File: config.mk
export PLATFORM = sky130hd
export DESIGN_NAME = rf_wb_arbiter
export DESIGN_NICKNAME = d
export VERILOG_FILES = /design/src/rtl/rf_wb_arbiter_pkg.sv /design/src/rtl/rf_wb_arbiter_scoreboard.sv /design/src/rtl/rf_wb_arbiter.sv
export SDC_FILE = /design/constraint.sdc
export NUM_CORES = 1
export LEC_CHECK = 0
export ABC_CLOCK_PERIOD_IN_PS = 2700
export CORE_UTILIZATION = 43
export DETAILED_ROUTE_END_ITERATION = 8
export GPL_ROUTABILITY_DRIVEN = 0
export GPL_TIMING_DRIVEN = 0
export PLACE_DENSITY = 0.75
export REMOVE_ABC_BUFFERS = 1
export SETUP_SLACK_MARGIN = 0.02
export SLEW_MARGIN = 30
export SYNTH_ARGS = -nofsm -noshare
export SYNTH_HDL_FRONTEND = slang
export SYNTH_SLANG_ARGS = --single-unit
File: constraint.sdc
create_clock -name clk -period 2.7 [get_ports clk]
set_input_delay 0.54 -clock clk [delete_from_list [all_inputs] [get_ports clk]]
set_output_delay 0.54 -clock clk [all_outputs]
set_load 0.05 [all_outputs]
File: src/rtl/rf_wb_arbiter_pkg.sv
// Shared definitions for the register-file writeback arbiter:
// register address width, register count, the r0 constant and the
// writeback source encoding.
package rf_wb_arbiter_pkg;

    localparam int REG_ADDR_W = 5;
    localparam int NUM_REGS   = 32;

    localparam logic [REG_ADDR_W-1:0] REG_ZERO = '0;

    typedef enum logic {
        SRC_ALU = 1'b0,
        SRC_MEM = 1'b1
    } src_e;

endpackage

File: src/rtl/rf_wb_arbiter_scoreboard.sv
// Outstanding-load scoreboard: one pending bit per architectural register.
// A dispatched load sets its destination bit and the returning load data
// clears it. When both hit the same register in one cycle the set wins,
// because a newer load to that register is now outstanding. r0 is never
// tracked.
module rf_scoreboard
    import rf_wb_arbiter_pkg::*;
(
    input  logic                  clk,
    input  logic                  rst,
    input  logic                  set_en,
    input  logic [REG_ADDR_W-1:0] set_addr,
    input  logic                  clr_en,
    input  logic [REG_ADDR_W-1:0] clr_addr,
    input  logic [REG_ADDR_W-1:0] chk_addr_1,
    input  logic [REG_ADDR_W-1:0] chk_addr_2,
    input  logic [REG_ADDR_W-1:0] waw_addr,
    output logic                  hazard,
    output logic                  waw_hit
);

    logic [NUM_REGS-1:0] pending;
    logic [NUM_REGS-1:0] pending_nxt;

    // Next pending vector: apply the clear first so a same-address set overrides it.
    always_comb begin
        pending_nxt = pending;
        if (clr_en)
            pending_nxt[clr_addr] = 1'b0;
        if (set_en && (set_addr != REG_ZERO))
            pending_nxt[set_addr] = 1'b1;
        pending_nxt[0] = 1'b0;
    end

    // Pending bit register.
    always_ff @(posedge clk or posedge rst) begin
        if (rst)
            pending <= '0;
        else
            pending <= pending_nxt;
    end

    // Lookups are from registered state only; a same-cycle set is not visible.
    assign hazard  = pending[chk_addr_1] | pending[chk_addr_2];
    assign waw_hit = pending[waw_addr];

endmodule

File: src/rtl/rf_wb_arbiter.sv
// Register-file writeback arbiter. Shares the single Regfile write port
// between ALU results and (possibly late) load data. Loads win by default;
// an ALU result to a register with an outstanding load is held back so the
// late load cannot clobber the younger ALU value.
// Optional: define RF_WB_STARVE_GUARD_EN to let a blocked ALU result win
// one cycle after MAX_WAIT consecutive losses to load data.
module rf_wb_arbiter
    import rf_wb_arbiter_pkg::*;
#(
    parameter int bit_size = 32,
    parameter int MAX_WAIT = 4
) (
    input  logic                  clk,
    input  logic                  rst,
    input  logic                  alu_valid,
    input  logic [REG_ADDR_W-1:0] alu_addr,
    input  logic [bit_size-1:0]   alu_data,
    output logic                  alu_ready,
    input  logic                  mem_valid,
    input  logic [REG_ADDR_W-1:0] mem_addr,
    input  logic [bit_size-1:0]   mem_data,
    output logic                  mem_ready,
    input  logic                  pend_set,
    input  logic [REG_ADDR_W-1:0] pend_addr,
    input  logic [REG_ADDR_W-1:0] chk_addr_1,
    input  logic [REG_ADDR_W-1:0] chk_addr_2,
    output logic                  hazard,
    output logic                  RegWrite,
    output logic [REG_ADDR_W-1:0] Write_addr,
    output logic [bit_size-1:0]   Write_data
);

    if (bit_size < 1 || MAX_WAIT < 0) begin : g_param_check
        $error("rf_wb_arbiter: bad parameters");
    end

    logic waw_hit;
    src_e grant_src;
    logic grant;

    rf_scoreboard u_scoreboard (
        .clk       (clk),
        .rst       (rst),
        .set_en    (pend_set),
        .set_addr  (pend_addr),
        .clr_en    (mem_ready),
        .clr_addr  (mem_addr),
        .chk_addr_1(chk_addr_1),
        .chk_addr_2(chk_addr_2),
        .waw_addr  (alu_addr),
        .hazard    (hazard),
        .waw_hit   (waw_hit)
    );

`ifdef RF_WB_STARVE_GUARD_EN
    localparam int CNT_W = (MAX_WAIT < 1) ? 1 : $clog2(MAX_WAIT + 1);

    logic [CNT_W-1:0] wait_cnt;
    logic             alu_force;

    // ALU takes the port for one cycle once it has lost MAX_WAIT times in a row.
    assign alu_force = alu_valid & ~waw_hit & (wait_cnt == CNT_W'(MAX_WAIT));

    // Grant: mem first unless the starvation guard has fired.
    always_comb begin
        mem_ready = mem_valid & ~alu_force;
        alu_ready = alu_valid & ~waw_hit & (~mem_valid | alu_force);
    end

    // Count only losses to mem priority; WAW stalls are not starvation.
    always_ff @(posedge clk or posedge rst) begin
        if (rst)
            wait_cnt <= '0;
        else if (alu_ready)
            wait_cnt <= '0;
        else if (alu_valid && !waw_hit && mem_valid && (wait_cnt != CNT_W'(MAX_WAIT)))
            wait_cnt <= wait_cnt + 1'b1;
    end
`else
    // Grant: strict mem priority, ALU also held back by a WAW hazard.
    always_comb begin
        mem_ready = mem_valid;
        alu_ready = alu_valid & ~waw_hit & ~mem_valid;
    end
`endif

    assign grant     = alu_ready | mem_ready;
    assign grant_src = mem_ready ? SRC_MEM : SRC_ALU;

    // Write port register; address/data hold when nothing is granted.
    always_ff @(posedge clk or posedge rst) begin
        if (rst) begin
            RegWrite   <= 1'b0;
            Write_addr <= '0;
            Write_data <= '0;
        end else begin
            RegWrite <= grant;
            if (grant) begin
                Write_addr <= (grant_src == SRC_MEM) ? mem_addr : alu_addr;
                Write_data <= (grant_src == SRC_MEM) ? mem_data : alu_data;
            end
        end
    end

endmodule

==> metrics.md <==
| Metric | Value |
|---|---|
| Syn Inst Count | `373` |
| DR top layer | `met4` |
| Final setup viols | `1` |
| CTS Sinks | `69` |
| Final hold violations | `0` |
| Sequential fraction of the synthesis area | `between 30% and 40%` |
| H-Tree Depth | `3` |
| Worst min-delay path endpoint | `Write_addr[2]$_DFFE_PP0P_` |
| Yosys warnings | `0` |
| Max IR drop VDD | `0.0003116 V` |
| Ratio of final minimum period to clock period | `102.8%` |
| Hold-fix buffers, CTS | `0` |
| RSZ-0062 raised after global routing | `true` |
| Filler cells | `800` |
| Fin crit period | `2776 ps` |
| Largest net degree at the start of global routing | `41` |
| Core ar. | `just under 10,000 um2` |
| Ant. Diodes | `0` |
| Clock Latency Late Sink | `between 300 and 400 ps` |
| Netlist cell types | `38` |
| Most frequent cells in the layout | `122 x clkdlybuf4s50_1, 69 x dfrtp_1, 63 x o21ai_0` |
| Commonest non-fill, non-tap cell in the layout | `clkdlybuf4s50_1` |
| Detailed placement HPWL | `9.736 mm` |
| Post-route ant nets | `0` |
| Mapped cell area | `4322 um2` |
| Worst-margin pin slew | `750.2 ps` |
| Status | `complete, but fails checks` |
| Initial Util | `between 40 and 50%` |
| First-pass GRT wire length | `roughly 23 mm` |
| Crit Path Class | `reg -> out` |
| Final net count | `591` |
| Launching point of the worst reg2reg path | `u_scoreboard.pending[6]$_DFF_PP0_` |
| Finished Core Util | `62.44%` |
| CP required | `2160 ps` |
| Proportion of layout cells with a drive suffix above 1 | `about a fifth` |
| CP max-delay cell | `mux4_2` |
| WL met3 | `1.792 mm` |
| Switching pwr | `roughly 1.4 mW` |
| Aggregate routed wire length | `14.84 mm` |
| Reg-to-reg endpoint | `Write_data[4]$_DFFE_PP0P_` |
| Seq cells post-synth | `69` |
| HP Start | `Write_addr[2]$_DFFE_PP0P_` |
| Lkg Pwr | `around 2.3 nW` |
| Routed length per instance | `approximately 23 um` |
| TritonCTS buffer count | `9` |
| Total number of vias | `~4,200` |
| Failing checks | `setup timing` |
| Register area | `1727 um2` |
| Fraction of power spent switching nets | `36.64%` |
| GRT Resource Usage Total | `~29%` |
| PwrDens | `~630 nW/um2` |
| Floorplan row count | `36` |
| Placed cell areas | `5786 um2` |
| Clk pin slew, worst setup/hold paths | `roughly 80 ps` |
| Fraction of registers with async set or reset after synthesis | `100.0%` |
| Crit path max fanout | `4` |
| Clk pwr share | `25.6%` |
| Die width | `102.3 um` |
| Total power | `approximately 3.8 mW` |
| Area Overhead vs Synth | `41.23%` |
| Part of the power in combinational logic | `38.7%` |
| Gr ovfl total | `0` |
| Post-Syn Area per Cell | `11.59 um2` |
| Hold Path Class | `reg -> reg` |
| Fmax | `0.3603 GHz` |
| CP endpoint kind | `primary output` |
| Number of synthesized flops with an enable pin | `0` |
| Port Buffer Count | `134` |
| Root buf cell | `clkbuf_8` |
| Die area | `10,460 um2` |
| Max incr delay on CP | `510 ps` |
| R2R Setup Slk | `220 ps` |
| Flop pwr share | `between 30% and 40%` |
| Nature of the critical path startpoint | `flip-flop` |
| Chip Height | `102.3 um` |
| CP arrival | `2240 ps` |
| Internal cell power | `2.426 mW` |
| Most common cell on crit path | `mux4_2` |
| 1st-pass router iterations | `5` |
| Worst Hold Depth | `2` |
| Slew headroom | `49.92%` |
| Initial antenna violation count | `0` |
| Area of the multi-input gates | `2417 um2` |
| Number of max-cap violations | `0` |
| CTS Buffer Depth | `2` |
| Vias/cell | `6.630` |
| Reg2Reg Depth | `8` |
| Post-route clock skew | `11.77 ps` |
| Final WS setup | `-75.81 ps` |
| DRT met1 WL | `5.483 mm` |
| Vias in the first global route | `~4,300` |
| Io pins | `135` |
| DRC viols | `0` |
| Slew Viols, Final | `0` |
| Final Cell Area | `6103 um2` |
| 1st-iter DRT viols | `roughly 350` |
| Top_reg_cell synth | `dfrtp_1` |
| Met2 wire len | `7.057 mm` |
| CTS tree | `built` |
| CP cell instances | `mux4_2, mux4_2, mux2i_1, nand2_1, buf_6` |
[critical path: cells and delay by family (launching register included)]
kind	cells	cell delay, ps
AND/OR/NAND/NOR	1	110
flip-flops	1	440
buffers and inverters	1	170
multiplexers	3	1160
[worst max path at each step]
stage                                        from         to  slack [ps]
2_1_floorplan                         alu_addr[0]  alu_ready        -940
6_report       u_scoreboard.pending[18]$_DFF_PP0_     hazard         -80
4_1_cts        u_scoreboard.pending[18]$_DFF_PP0_     hazard         -60
3_3_place_gp                          alu_addr[0]  alu_ready       -2960
5_1_grt        u_scoreboard.pending[19]$_DFF_PP0_     hazard        -100
3_5_place_dp                          alu_addr[0]  alu_ready       -1940
[power groups by stage]
stage | Clock (mW) | Combinational (mW) | Sequential (mW)
6_report | 0.978 | 1.48 | 1.37
5_1_grt | 1.03 | 1.56 | 1.38
4_1_cts | 0.984 | 1.46 | 1.36
3_5_place_dp | 0 | 1.39 | 1.37
3_3_place_gp | 0 | 1.30 | 1.36
2_1_floorplan | 0 | 0.605 | 1.55
[cell usage after synthesis, types with 4 or more instances]
| library cell | instances | area, um2 |
|---|---|---|
| a41oi_2 | 12 | 195.2 |
| nand3_1 | 5 | 25.02 |
| mux4_2 | 20 | 450.4 |
| o31ai_1 | 35 | 262.8 |
| a41oi_1 | 24 | 210.2 |
| mux2i_1 | 12 | 120.1 |
| buf_6 | 7 | 78.83 |
| dfrtp_1 | 69 | 1727 |
| a2bb2oi_1 | 30 | 262.8 |
| or3_1 | 4 | 25.02 |
| nand3b_1 | 8 | 60.06 |
| mux4_1 | 4 | 105.1 |
| or3b_2 | 4 | 35.03 |
| o21ai_0 | 63 | 315.3 |
| nand2_1 | 13 | 48.80 |
| clkbuf_1 | 14 | 52.55 |
| nor2_1 | 7 | 26.28 |
| buf_2 | 10 | 50.05 |
[routing by layer]
metal	global-route usage, %	vias to the layer above
li1	-	1786
met1	36.54	2073
met2	46.31	301
met3	7.661	50
met4	15.38	0
met5	0	-
[repair_timing]
| item | 4_1_cts | 5_1_grt |
|---|---|---|
| cloned | 1 | 0 |
| pin swaps | 3 | 0 |
| buffers inserted | 5 | 2 |
| resized for setup | 70 | 0 |
| endpoints found under the setup margin | 40 | 2 |
[metrics by stage]
step / setup slack, ps / TNS [ps] / hold WS, ps / instances
final: -75.81 / -75.81 / 535.4 / 635
after global placement: -2957 / -207100 / 521.3 / 600
after CTS: -55.90 / -55.90 / 536.8 / 633
after floorplan: -936.7 / -12290 / 496.1 / 333
after global routing: -103.8 / -121.7 / 558.6 / 635
after detailed placement: -1938 / -36540 / 526.2 / 611
[sequential cells by signal (all words and copies together) (netlist names)]
register,cells
u_scoreboard.pending,31
RegWrite,1
Write_addr,5
Write_data,32
[kinds of logic (layout without fill, tap and decap cells)]
group,count (synthesis),in the layout,synth area share (%)
AO/OA/AOI/OAI,174,174,31.44
flip-flops,69,69,39.95
AND/OR/NAND/NOR,49,50,6.341
buffers and inverters,43,171,6.109
multiplexers,38,38,16.16
[area by class of cell]
class | count | area share, %
multi-input cells | 262 | 39.61
flip-flops and latches | 69 | 28.29
repair buffers | 152 | 25.48
well taps | 133 | 2.727
clock buffers | 10 | 2.255
clock inverters | 6 | 1.415
inverters | 3 | 0.2255
No activity file was read; power rests on OpenSTA's default activity.
